**config.mk**
```make
export PLATFORM = sky130hd
export DESIGN_NAME = lab1_imul_pow_requester
export DESIGN_NICKNAME = d
export VERILOG_FILES = /design/src/rtl/lab1_imul_pkg.sv /design/src/rtl/lab1_imul_pow_requester_dpath.sv /design/src/rtl/lab1_imul_pow_requester.sv
export SDC_FILE = /design/constraint.sdc
export NUM_CORES = 1
export LEC_CHECK = 0
export CORE_MARGIN = 1.5
export CORE_UTILIZATION = 35
export DETAILED_ROUTE_END_ITERATION = 10
export HOLD_SLACK_MARGIN = 0.06
export PLACE_DENSITY = 0.75
export REMOVE_ABC_BUFFERS = 1
export SLEW_MARGIN = 10
export SYNTH_ARGS = -nofsm -noshare
export SYNTH_HDL_FRONTEND = slang
export SYNTH_SLANG_ARGS = --single-unit
```
**constraint.sdc**
```tcl
create_clock -name clk -period 1.38 [get_ports clk]
set_input_delay 0.276 -clock clk [delete_from_list [all_inputs] [get_ports clk]]
set_output_delay 0.276 -clock clk [all_outputs]
set_load 0.01 [all_outputs]
```
**src/rtl/lab1_imul_pkg.sv**
```systemverilog
// rtl/lab1_imul_pkg.sv - shared types and constants for the imul pow requester
//
// Purpose: FSM state encoding, default widths and multiply-request message
//          layout used by the pow requester top and its datapath.
// Ports:   none (package).
package lab1_imul_pkg;

  // Default operand/result width and exponent width.
  localparam int unsigned POW_NBITS = 32;
  localparam int unsigned POW_EBITS = 5;

  typedef enum logic [1:0] {
    IDLE = 2'd0,
    SEND = 2'd1,
    WAIT = 2'd2,
    DONE = 2'd3
  } pow_state_e;

  // mul_req_msg layout: operand a in the upper half, operand b in the lower half.
  localparam int unsigned MUL_B_LSB = 0;

  function automatic int unsigned mul_a_lsb(input int unsigned nbits);
    return nbits;
  endfunction

endpackage

```
**src/rtl/lab1_imul_pow_requester_dpath.sv**
```systemverilog
// rtl/lab1_imul_pow_requester_dpath.sv - operand, accumulator and count registers
//
// Purpose: holds the job base, the running product and the remaining multiply
//          count; reports the status bits the control FSM branches on.
// Ports:   clk, reset (async active-low)
//          job_go, resp_go      load strobes from the control FSM
//          job_base, job_exp    incoming job operands
//          mul_resp_msg         product returned by the multiplier
//          base_reg, acc        registered operands for the next multiply
//          cnt_is_one           last outstanding multiply
//          exp_is_zero          incoming job needs no multiplies
module lab1_imul_pow_requester_dpath
  import lab1_imul_pkg::*;
#(
  parameter int unsigned p_nbits = POW_NBITS,
  parameter int unsigned p_ebits = POW_EBITS
) (
  input  logic               clk,
  input  logic               reset,
  input  logic               job_go,
  input  logic               resp_go,
  input  logic [p_nbits-1:0] job_base,
  input  logic [p_ebits-1:0] job_exp,
  input  logic [p_nbits-1:0] mul_resp_msg,
  output logic [p_nbits-1:0] base_reg,
  output logic [p_nbits-1:0] acc,
  output logic               cnt_is_one,
  output logic               exp_is_zero
);

  localparam logic [p_nbits-1:0] ACC_ONE = p_nbits'(1);
  localparam logic [p_ebits-1:0] CNT_ONE = p_ebits'(1);

  logic [p_ebits-1:0] cnt;

  always_ff @(posedge clk or negedge reset) begin
    if (!reset) begin
      base_reg <= '0;
      acc      <= ACC_ONE;
      cnt      <= '0;
    end else if (job_go) begin
      base_reg <= job_base;
      acc      <= ACC_ONE;
      cnt      <= job_exp;
    end else if (resp_go) begin
      // The FSM only accepts a response while cnt >= 1, so this never wraps.
      acc <= mul_resp_msg;
      cnt <= cnt - CNT_ONE;
    end
  end

  assign cnt_is_one  = (cnt == CNT_ONE);
  assign exp_is_zero = (job_exp == '0);

endmodule

```
**src/rtl/lab1_imul_pow_requester.sv**
```systemverilog
// rtl/lab1_imul_pow_requester.sv - base**exp via a chain of external multiplies
//
// Purpose: accepts a (base, exp) job, issues exp dependent multiply requests
//          {acc, base} to an external val/rdy multiplier with one in flight,
//          and returns base**exp mod 2^p_nbits.
// Ports:   clk, reset (async active-low)
//          job_val/job_rdy/job_base/job_exp              job request channel
//          res_val/res_rdy/res_msg                       result channel
//          mul_req_val/mul_req_rdy/mul_req_msg           multiply request channel
//          mul_resp_val/mul_resp_rdy/mul_resp_msg        multiply response channel
module lab1_imul_pow_requester
  import lab1_imul_pkg::*;
#(
  parameter int unsigned p_nbits = POW_NBITS,
  parameter int unsigned p_ebits = POW_EBITS
) (
  input  logic                 clk,
  input  logic                 reset,
  input  logic                 job_val,
  output logic                 job_rdy,
  input  logic [p_nbits-1:0]   job_base,
  input  logic [p_ebits-1:0]   job_exp,
  output logic                 res_val,
  input  logic                 res_rdy,
  output logic [p_nbits-1:0]   res_msg,
  output logic                 mul_req_val,
  input  logic                 mul_req_rdy,
  output logic [2*p_nbits-1:0] mul_req_msg,
  input  logic                 mul_resp_val,
  output logic                 mul_resp_rdy,
  input  logic [p_nbits-1:0]   mul_resp_msg
);

  localparam int unsigned A_LSB = mul_a_lsb(p_nbits);

  pow_state_e         state_r;
  pow_state_e         state_n;
  logic [p_nbits-1:0] base_reg;
  logic [p_nbits-1:0] acc;
  logic               cnt_is_one;
  logic               exp_is_zero;
  logic               job_go;
  logic               resp_go;

  assign job_go  = job_val && job_rdy;
  assign resp_go = mul_resp_val && mul_resp_rdy;

  lab1_imul_pow_requester_dpath #(
    .p_nbits (p_nbits),
    .p_ebits (p_ebits)
  ) u_dpath (
    .clk          (clk),
    .reset        (reset),
    .job_go       (job_go),
    .resp_go      (resp_go),
    .job_base     (job_base),
    .job_exp      (job_exp),
    .mul_resp_msg (mul_resp_msg),
    .base_reg     (base_reg),
    .acc          (acc),
    .cnt_is_one   (cnt_is_one),
    .exp_is_zero  (exp_is_zero)
  );

  always_ff @(posedge clk or negedge reset) begin
    if (!reset) begin
      state_r <= IDLE;
    end else begin
      state_r <= state_n;
    end
  end

  // Control-signal table. Each state raises exactly one ready/valid, so a
  // second multiply can never be issued while one is outstanding.
  always_comb begin
    state_n      = state_r;
    job_rdy      = 1'b0;
    res_val      = 1'b0;
    res_msg      = acc;
    mul_req_val  = 1'b0;
    mul_req_msg  = '0;
    mul_req_msg[A_LSB +: p_nbits]     = acc;
    mul_req_msg[MUL_B_LSB +: p_nbits] = base_reg;
    mul_resp_rdy = 1'b0;
    case (state_r)
      IDLE: begin
        // Held low while reset is asserted; ready only once reset releases.
        job_rdy = reset;
        if (job_val) begin
          state_n = exp_is_zero ? DONE : SEND;
        end
      end
      SEND: begin
        mul_req_val = 1'b1;
        if (mul_req_rdy) begin
          state_n = WAIT;
        end
      end
      WAIT: begin
        mul_resp_rdy = 1'b1;
        if (mul_resp_val) begin
          state_n = cnt_is_one ? DONE : SEND;
        end
      end
      DONE: begin
        res_val = 1'b1;
        if (res_rdy) begin
          state_n = IDLE;
        end
      end
      default: begin
        state_n      = IDLE;
        job_rdy      = 1'bx;
        res_val      = 1'bx;
        res_msg      = 'x;
        mul_req_val  = 1'bx;
        mul_req_msg  = 'x;
        mul_resp_rdy = 1'bx;
      end
    endcase
  end

endmodule
```
======== After elaboration in Yosys (flattened, before gate mapping) ========
Index checks and enable logic that the tools add are counted.
word-level totals
  register bits after elaboration ......... 71
  input bits .............................. 75
  logic and storage cells ................. 34
  output and inout bits ................... 100
operators by class
  eq/ne operators ......................... 8
  muxes and demuxes ....................... 15
  add/sub/neg operators ................... 1
  reductions and logical operators ........ 6
operators by type and width
  operator             count
  $mux 32              2
  $mux 2               6
  $mux 5               2
  $ne 2x2->1 const B   4
  $pmux 2 s4           1
  $eq 5x1->1 const B   1
  $logic_not 5->1      1
  $sub 5x1->5 const B  1
  $eq 2x2->1 const B   2
  $mux 1               4
  $reduce_and 4->1     1
  $eq 2x1->1 const B   1
  $logic_and 1x1->1    2
  $logic_not 2->1      1
  $reduce_bool 2->1    1

======== Longest topological paths before layout ========
Gate-level depths: netlist of run 1.
  depth after elaboration ................. 5
  gate-level depth with buffers ........... 5
  gate-level depth less buffers ........... 5

======== Cells and area by module ========
A second synthesis of run 1 with hierarchy kept.
unflattened totals
  cells, all modules ...................... 250
  area, all modules ....................... 3224.3 µm²
modules (own cells, without submodules)
  module                         area an instance (µm²)  times used  cells each  sequential area each (µm²)
  lab1_imul_pow_requester_dpath  2815.2                  1           202         1727.9
  lab1_imul_pow_requester        409.1                   1           48          50.0

======== Worst setup path before layout of run 1 ========
Ideal clock, no wire load.
  path kind ............................... register -> register
  from .................................... register u_dpath.cnt[0]
  to ...................................... register u_dpath.cnt[4]
  stages on the path, launching flop included .. 6
  setup slack ............................. 0.088 ns
  buffers on the path ..................... 0
  clock period less this slack ............ 1.292 ns
  required time ........................... 1.310 ns
  arrival ................................. 1.223 ns
  library setup time ...................... 0.070 ns
  cells stage by stage .................... dfrtp_1 -> inv_1 -> ha_1 -> inv_1 -> or4_1 -> nand3_1
between the ends
  longest elaborated chain between the ends .. 3
RTL lines
  item                      line                                 text
  start: declaration        lab1_imul_pow_requester_dpath.sv:34  logic [p_ebits-1:0] cnt;
  start signal: assignment  lab1_imul_pow_requester_dpath.sv:44  cnt <= job_exp;
  start signal: assignment  lab1_imul_pow_requester_dpath.sv:48  cnt <= cnt - CNT_ONE;
  $sub 5x1->5               lab1_imul_pow_requester_dpath.sv:48
  $mux 5                    lab1_imul_pow_requester_dpath.sv:45  end else if (resp_go) begin
  $mux 5                    lab1_imul_pow_requester_dpath.sv:41  end else if (job_go) begin
No other way between the ends. The select of a mux whose other input is x is not followed.
A chain may end at the register's enable or synchronous reset.

======== Worst setup path after layout of run 1 ========
  from .................................... register state_r[1]
  to ...................................... register u_dpath.cnt[1]
between the ends
  longest elaborated chain between the ends .. 4
  elaborated cells between the ends (all ways) .. 8
  those cells by class .................... eq/ne: 1; mux: 3; reduce/logical: 4
RTL lines
  item                                                          line                                                          text
  start: declaration                                            lab1_imul_pow_requester.sv:36                                 pow_state_e state_r;
  start signal: assignment                                      lab1_imul_pow_requester.sv:69                                 state_r <= state_n;
  $eq 2x2->1 or $logic_not 2->1 (tied branches)                 lab1_imul_pow_requester.sv:85                                 case (state_r)
  $mux 1                                                        lab1_imul_pow_requester.sv:85
  $logic_and 1x1->1, on equally long branches                   lab1_imul_pow_requester.sv:46, lab1_imul_pow_requester.sv:45
  $reduce_bool 2->1 (no source line) or $mux 5 (tied branches)  n/a
Several ways; a longest one is shown, not always the timed one.

==> flow_summary.ini, run 1 <==
[global_route]
grt_util_all_layers_pct = 20.6
grt_pass1_wl_mm = 15.3
grt_pass1_vias = 3071
antenna_found_initial = 0
gr-max-usage-layer = met2
gr-total-overflow = 0
gr-usage-met2_pct = 35.8
use_met3_pct = 4.46
grt_max_degree = 48
met1_usage_pct = 24.4

[placed_design]
hpwl_mm = 5.73
dpl_worst_slack_ns = -0.359
portBuffers = 174
gp_congestion = 0.735
placed_area_sq_um = 4810
placed_cells = 552

[routing]
drt-wirelength-per-cell_um = 16.6
viasPerCell = 4.83
vias = 2883
first_pass_iters = 4
routed_wirelength_mm = 9.90
drc_errors = 0
drt_iter0_drc = 61
ant_nets = 0

[floorplanning]
core_area_sq_um = 8680
chipHeight_um = 97.3
chipWidth_um = 97.3
design.die.area_sq_um = 9460
start_util_pct = 35.8
rows = 34
io_pins = 175

[timing]
rsz0062_at_grt = true
slew_headroom_pct = 61.2
setup_viol = 73
final_max_slew_viol_count = 0
timing.final.crit_share_pct = 123
period_needed_ns = 1.70
finalHoldViolCount = 0
clock_skew_ns = 0.00957
max_slew.worst_pin.slew_ns = 0.582
setup-tns-final_ns = -15.90
hold_ws_ns = 0.0532
max_freq_ghz = 0.587
fin_ws_ns = -0.323

[synth]
synth_cell_types = 32
seq_area_frac_synth_pct = 57.2
ys_warn_count = 0
avgSynthCellArea_sq_um = 10.5
yosys_register_bits = 71
synthCells = 295
syn_area_sq_um = 3110

[critical_path]
cp_common_cell = buf_6
cp_slowest_stage_delay_ns = 0.45
rr_endpoint = u_dpath.cnt[1]$_DFFE_PN0P_
worstSetupEndpointType = flop
regToRegStartpoint = state_r[1]$_DFFE_PN0P_
crit_chain = buf_6 -> buf_6 -> and4bb_4 -> buf_12 -> nor2_8 -> a221o_1
reg2reg_slack_ns = -0.32
arrival_ns = 1.92
ff2ff_path_depth = 6
critPathRequiredTime_ns = 1.60
cp_slowest_cell = dfrtp_2
crit_path_start_kind = flop
critPathTopFamily = flip-flops
cp_num_buf_inv = 3
worstPathMaxFanout = 7
critPathKind = reg -> reg

[layout]
diodes = 0
seqCellArea_sq_um = 1780
design_area_sq_um = 5660
final_common_cell = dlygate4sd2_1
final_nets = 561
nFillCells = 672
fin_cells = 597
drive_gt1_share_pct = 29.7
multi_input_area_sq_um = 1330
area_growth_pct = 81.9
final_cell_mix = 94 x dlygate4sd2_1, 73 x clkdlybuf4s50_1, 68 x dfrtp_1

[power]
ir_drop_uv = 905
powerDensity_nw_per_um2 = 1960
p_leak_nw = 3.03

[clock_network]
clkLatencyLatePin_ns = 0.33
clock-sinks = 71
h-tree-depth = 3
cts_tree = yes
clk_pin_slew_worst_paths_ns = 0.07
clk_path_buf_depth = 2
cts_buffers = 9
clockRootBuffer = clkbuf_8

[min_path]
hold_class = in -> async

[status]
violations = negative setup slack
status = complete, but fails checks

[flow_run]
max_cap_violations = 0
## logic make-up after synthesis
logic type	after synthesis	synth area share [%]
AOI/OAI and AO/OA	41	11.2
adders and majority gates	2	0.804
buffers and inverters	52	12.1
DFF	71	57.2
muxes	1	0.322
and+or+nand+nor	128	18.5
## worst max-delay path by stage
stage | end | start | slack [ns] | cells after the start
2_1_floorplan | u_dpath.cnt[1]$_DFFE_PN0P_ | state_r[0]$_DFFE_PN0P_ | -0.58 | 3
3_3_place_gp | u_dpath.cnt[1]$_DFFE_PN0P_ | mul_resp_val | -0.32 | 4
3_5_place_dp | u_dpath.base_reg[24]$_DFFE_PN0P_ | job_val | -0.36 | 5
4_1_cts | u_dpath.cnt[0]$_DFFE_PN0P_ | state_r[1]$_DFFE_PN0P_ | -0.25 | 6
5_1_grt | u_dpath.cnt[0]$_DFFE_PN0P_ | state_r[1]$_DFFE_PN0P_ | -0.36 | 6
6_report | u_dpath.cnt[1]$_DFFE_PN0P_ | state_r[1]$_DFFE_PN0P_ | -0.32 | 6
## cells in the mapped netlist
library cell / n / share of area, %
a221o_1: 3 / 0.97
dfrtp_1: 70 / 56
nor4_1: 1 / 0.20
nor2_1: 5 / 0.60
nor4b_1: 1 / 0.28
nor3b_1: 2 / 0.48
or4_1: 2 / 0.48
o211ai_1: 1 / 0.24
clkbuf_1: 1 / 0.12
nor2b_1: 3 / 0.60
and2_1: 1 / 0.20
buf_2: 9 / 1.4
buf_6: 6 / 2.2
and3b_1: 1 / 0.28
inv_1: 3 / 0.36
nand4bb_1: 2 / 0.72
dfstp_2: 1 / 0.84
a21oi_1: 1 / 0.16
nand3_1: 3 / 0.48
nand2_1: 101 / 12
o311ai_0: 2 / 0.56
nor3_1: 2 / 0.32
o21ai_0: 2 / 0.32
nor2_8: 1 / 0.64
ha_1: 2 / 0.80
a22o_1: 31 / 8.7
and4bb_4: 1 / 0.52
nand3b_1: 1 / 0.24
mux2i_1: 1 / 0.32
buf_4: 33 / 8.0
a31oi_1: 1 / 0.20
nand2b_1: 1 / 0.20
## area by class of cell
cell class              instances  area share, %
well taps                     108           2.39
repair buffers                224           38.2
inverters                       3          0.199
multi-input cells             175           23.4
clock inverters                 6           1.90
clock buffers                  10           2.43
flip-flops and latches         71           31.5
## where the power goes
group          internal, mW  leakage [nW]  switching (mW)
registers              3.01         0.901           0.658
clock network          1.24         0.122           0.735
logic                  2.94          2.01            2.52
## metrics by stage
| stage | power [mW] | util [%] |
|---|---|---|
| after global routing | 11.8 | 65.2 |
| after detailed placement | 8.87 | 55.5 |
| after global placement | 8.76 | 55.5 |
| after CTS | 10.7 | 62.5 |
| after floorplan | 5.50 | - |
| final | 11.1 | 65.2 |
## repair_timing
item	in CTS	in global routing
buffers inserted	18	4
endpoints found under the hold margin	24	0
pin swaps	34	32
endpoints found under the setup margin	169	74
resized for setup	173	65
hold buffers	1	0
cloned	7	0
## layer usage
| metal | wire, um | part of all wire (%) | vias up |
|---|---|---|---|
| met1 | 4000 | 40 | 1384 |
| met3 | 670 | 6.8 | 21 |
| met5 | 0 | 0 | - |
| li1 | - | - | 1337 |
| met4 | 202 | 2.0 | 0 |
| met2 | 5030 | 51 | 141 |
(Power assumes the default switching activity.)
==> run 2: changes to the inputs <==
Settings changed: GPL_ROUTABILITY_DRIVEN set to 1.
==> results of run 2 <==
No change in the layout: final DEF, timing and power equal those of run 1.
==> run 3: changes to the inputs <==
Settings changed: CTS_CLUSTER_DIAMETER set to 30, MAX_ROUTING_LAYER set to met4, SKIP_LAST_GASP set to 1.
==> flow_summary.ini, run 3 (synthesis results as in run 1) <==
[status]
status = complete, but fails checks
violations = negative setup slack

[global_route]
grt_pass1_wl_mm = 15.3
grt_max_degree = 48
grt_pass1_vias = 3080
grt_util_all_layers_pct = 21.2
antenna_found_initial = 0
gr-total-overflow = 0

[timing]
period_needed_ns = 1.71
setup_viol = 73
fin_ws_ns = -0.332
finalHoldViolCount = 0
max_slew.worst_pin.slew_ns = 0.585
slew_headroom_pct = 61.0
setup-tns-final_ns = -16.40
hold_ws_ns = 0.0620
rsz0062_at_grt = true
max_freq_ghz = 0.584
final_max_slew_viol_count = 0
clock_skew_ns = 0.00901
timing.final.crit_share_pct = 124

[floorplanning]
chipWidth_um = 97.3
start_util_pct = 35.8
io_pins = 175
design.die.area_sq_um = 9460
chipHeight_um = 97.3
rows = 34
core_area_sq_um = 8680

[placed_design]
portBuffers = 174
gp_congestion = 0.744
dpl_worst_slack_ns = -0.359
hpwl_mm = 5.73

[routing]
ant_nets = 0
routed_wirelength_mm = 10.0
first_pass_iters = 4
vias = 2882
drt-wirelength-per-cell_um = 16.8
drt_iter0_drc = 51
viasPerCell = 4.82
drc_errors = 0

[clock_network]
clockRootBuffer = clkbuf_8
clkLatencyLatePin_ns = 0.33
clock-sinks = 71
h-tree-depth = 3
cts_tree = yes
clk_pin_slew_worst_paths_ns = 0.07
clk_path_buf_depth = 2
cts_buffers = 9

[critical_path]
worstPathMaxFanout = 7
critPathLaunch = state_r[1]$_DFFE_PN0P_
worstSetupEndpointType = flop
critPathRequiredTime_ns = 1.60
regToRegStartpoint = state_r[1]$_DFFE_PN0P_
arrival_ns = 1.93
crit_path_start_kind = flop
critPathKind = reg -> reg

[layout]
final_cell_mix = 94 x dlygate4sd2_1, 73 x clkdlybuf4s50_1, 68 x dfrtp_1
final_nets = 562
nFillCells = 668
diodes = 0
final_common_cell = dlygate4sd2_1
area_growth_pct = 82.7
drive_gt1_share_pct = 30.0

[power]
ir_drop_uv = 907
p_leak_nw = 3.05
powerDensity_nw_per_um2 = 1970
totalPowerFinal_mw = 11.2

[min_path]
hold_class = in -> async

[flow_run]
max_cap_violations = 0
## run 3: worst paths after layout
check                                                  endpoint  slack [ns]  cells past startpoint
worst max-delay path                 u_dpath.cnt[1]$_DFFE_PN0P_       -0.33                      6
worst min-delay path                     state_r[0]$_DFFE_PN0P_        0.06                      2
worst max register to register       u_dpath.cnt[1]$_DFFE_PN0P_       -0.33                      6
worst min register to register  u_dpath.base_reg[9]$_DFFE_PN0P_        0.47                      2
max in group asynchronous           u_dpath.acc[25]$_DFFE_PN0P_        0.62                      3
min in group clk                u_dpath.base_reg[9]$_DFFE_PN0P_        0.47                      2
## run 3: final cells by class
cell class | count | area (sq um) | share of cell area [%]
inverters | 3 | 11.3 | 0.198
clock buffers | 10 | 138 | 2.42
multi-input cells | 175 | 1340 | 23.6
clock inverters | 6 | 108 | 1.89
well taps | 108 | 135 | 2.38
flip-flops and latches | 71 | 1780 | 31.3
repair buffers | 225 | 2170 | 38.2
## run 3: stage by stage
| step | cells | utilization, % | instance area, sq um |
|---|---|---|---|
| after floorplan | 246 | - | 2750 |
| after global placement | 552 | 55.5 | 4810 |
| after detailed placement | 552 | 55.5 | 4810 |
| after CTS | 594 | 62.4 | 5410 |
| after global routing | 598 | 65.5 | 5680 |
| final | 598 | 65.5 | 5680 |
## run 3: critical path, cell delays in order, from the launching register on
cell and delay [ns]:
dfrtp_2 0.45, buf_6 0.13, buf_6 0.11, and4bb_4 0.41
buf_12 0.14, nor2_8 0.04, a221o_1 0.32
## run 3: layer usage
| metal | global-route usage, % | wire (um) |
|---|---|---|
| met5 | - | 0 |
| met4 | 9.34 | 248 |
| met3 | 4.10 | 599 |
| met2 | 35.9 | 5140 |
| met1 | 24.5 | 4040 |
## run 3: timing repair
| action | CTS | global route |
|---|---|---|
| hold buffers | 1 | 0 |
| endpoints found under the setup margin | 169 | 74 |
| endpoints found under the hold margin | 24 | 0 |
| buffers inserted | 18 | 5 |
| pin swaps | 34 | 30 |
| resized for setup | 169 | 73 |
| gates cloned | 7 | 0 |
## run 3: power by group
part | switching [mW] | leakage [nW] | internal [mW] | total (mW)
Clock | 0.739 | 0.122 | 1.24 | 1.98
Sequential | 0.626 | 0.901 | 3.01 | 3.64
Combinational | 2.59 | 2.03 | 3.00 | 5.59
Total | 3.95 | 3.05 | 7.26 | 11.2
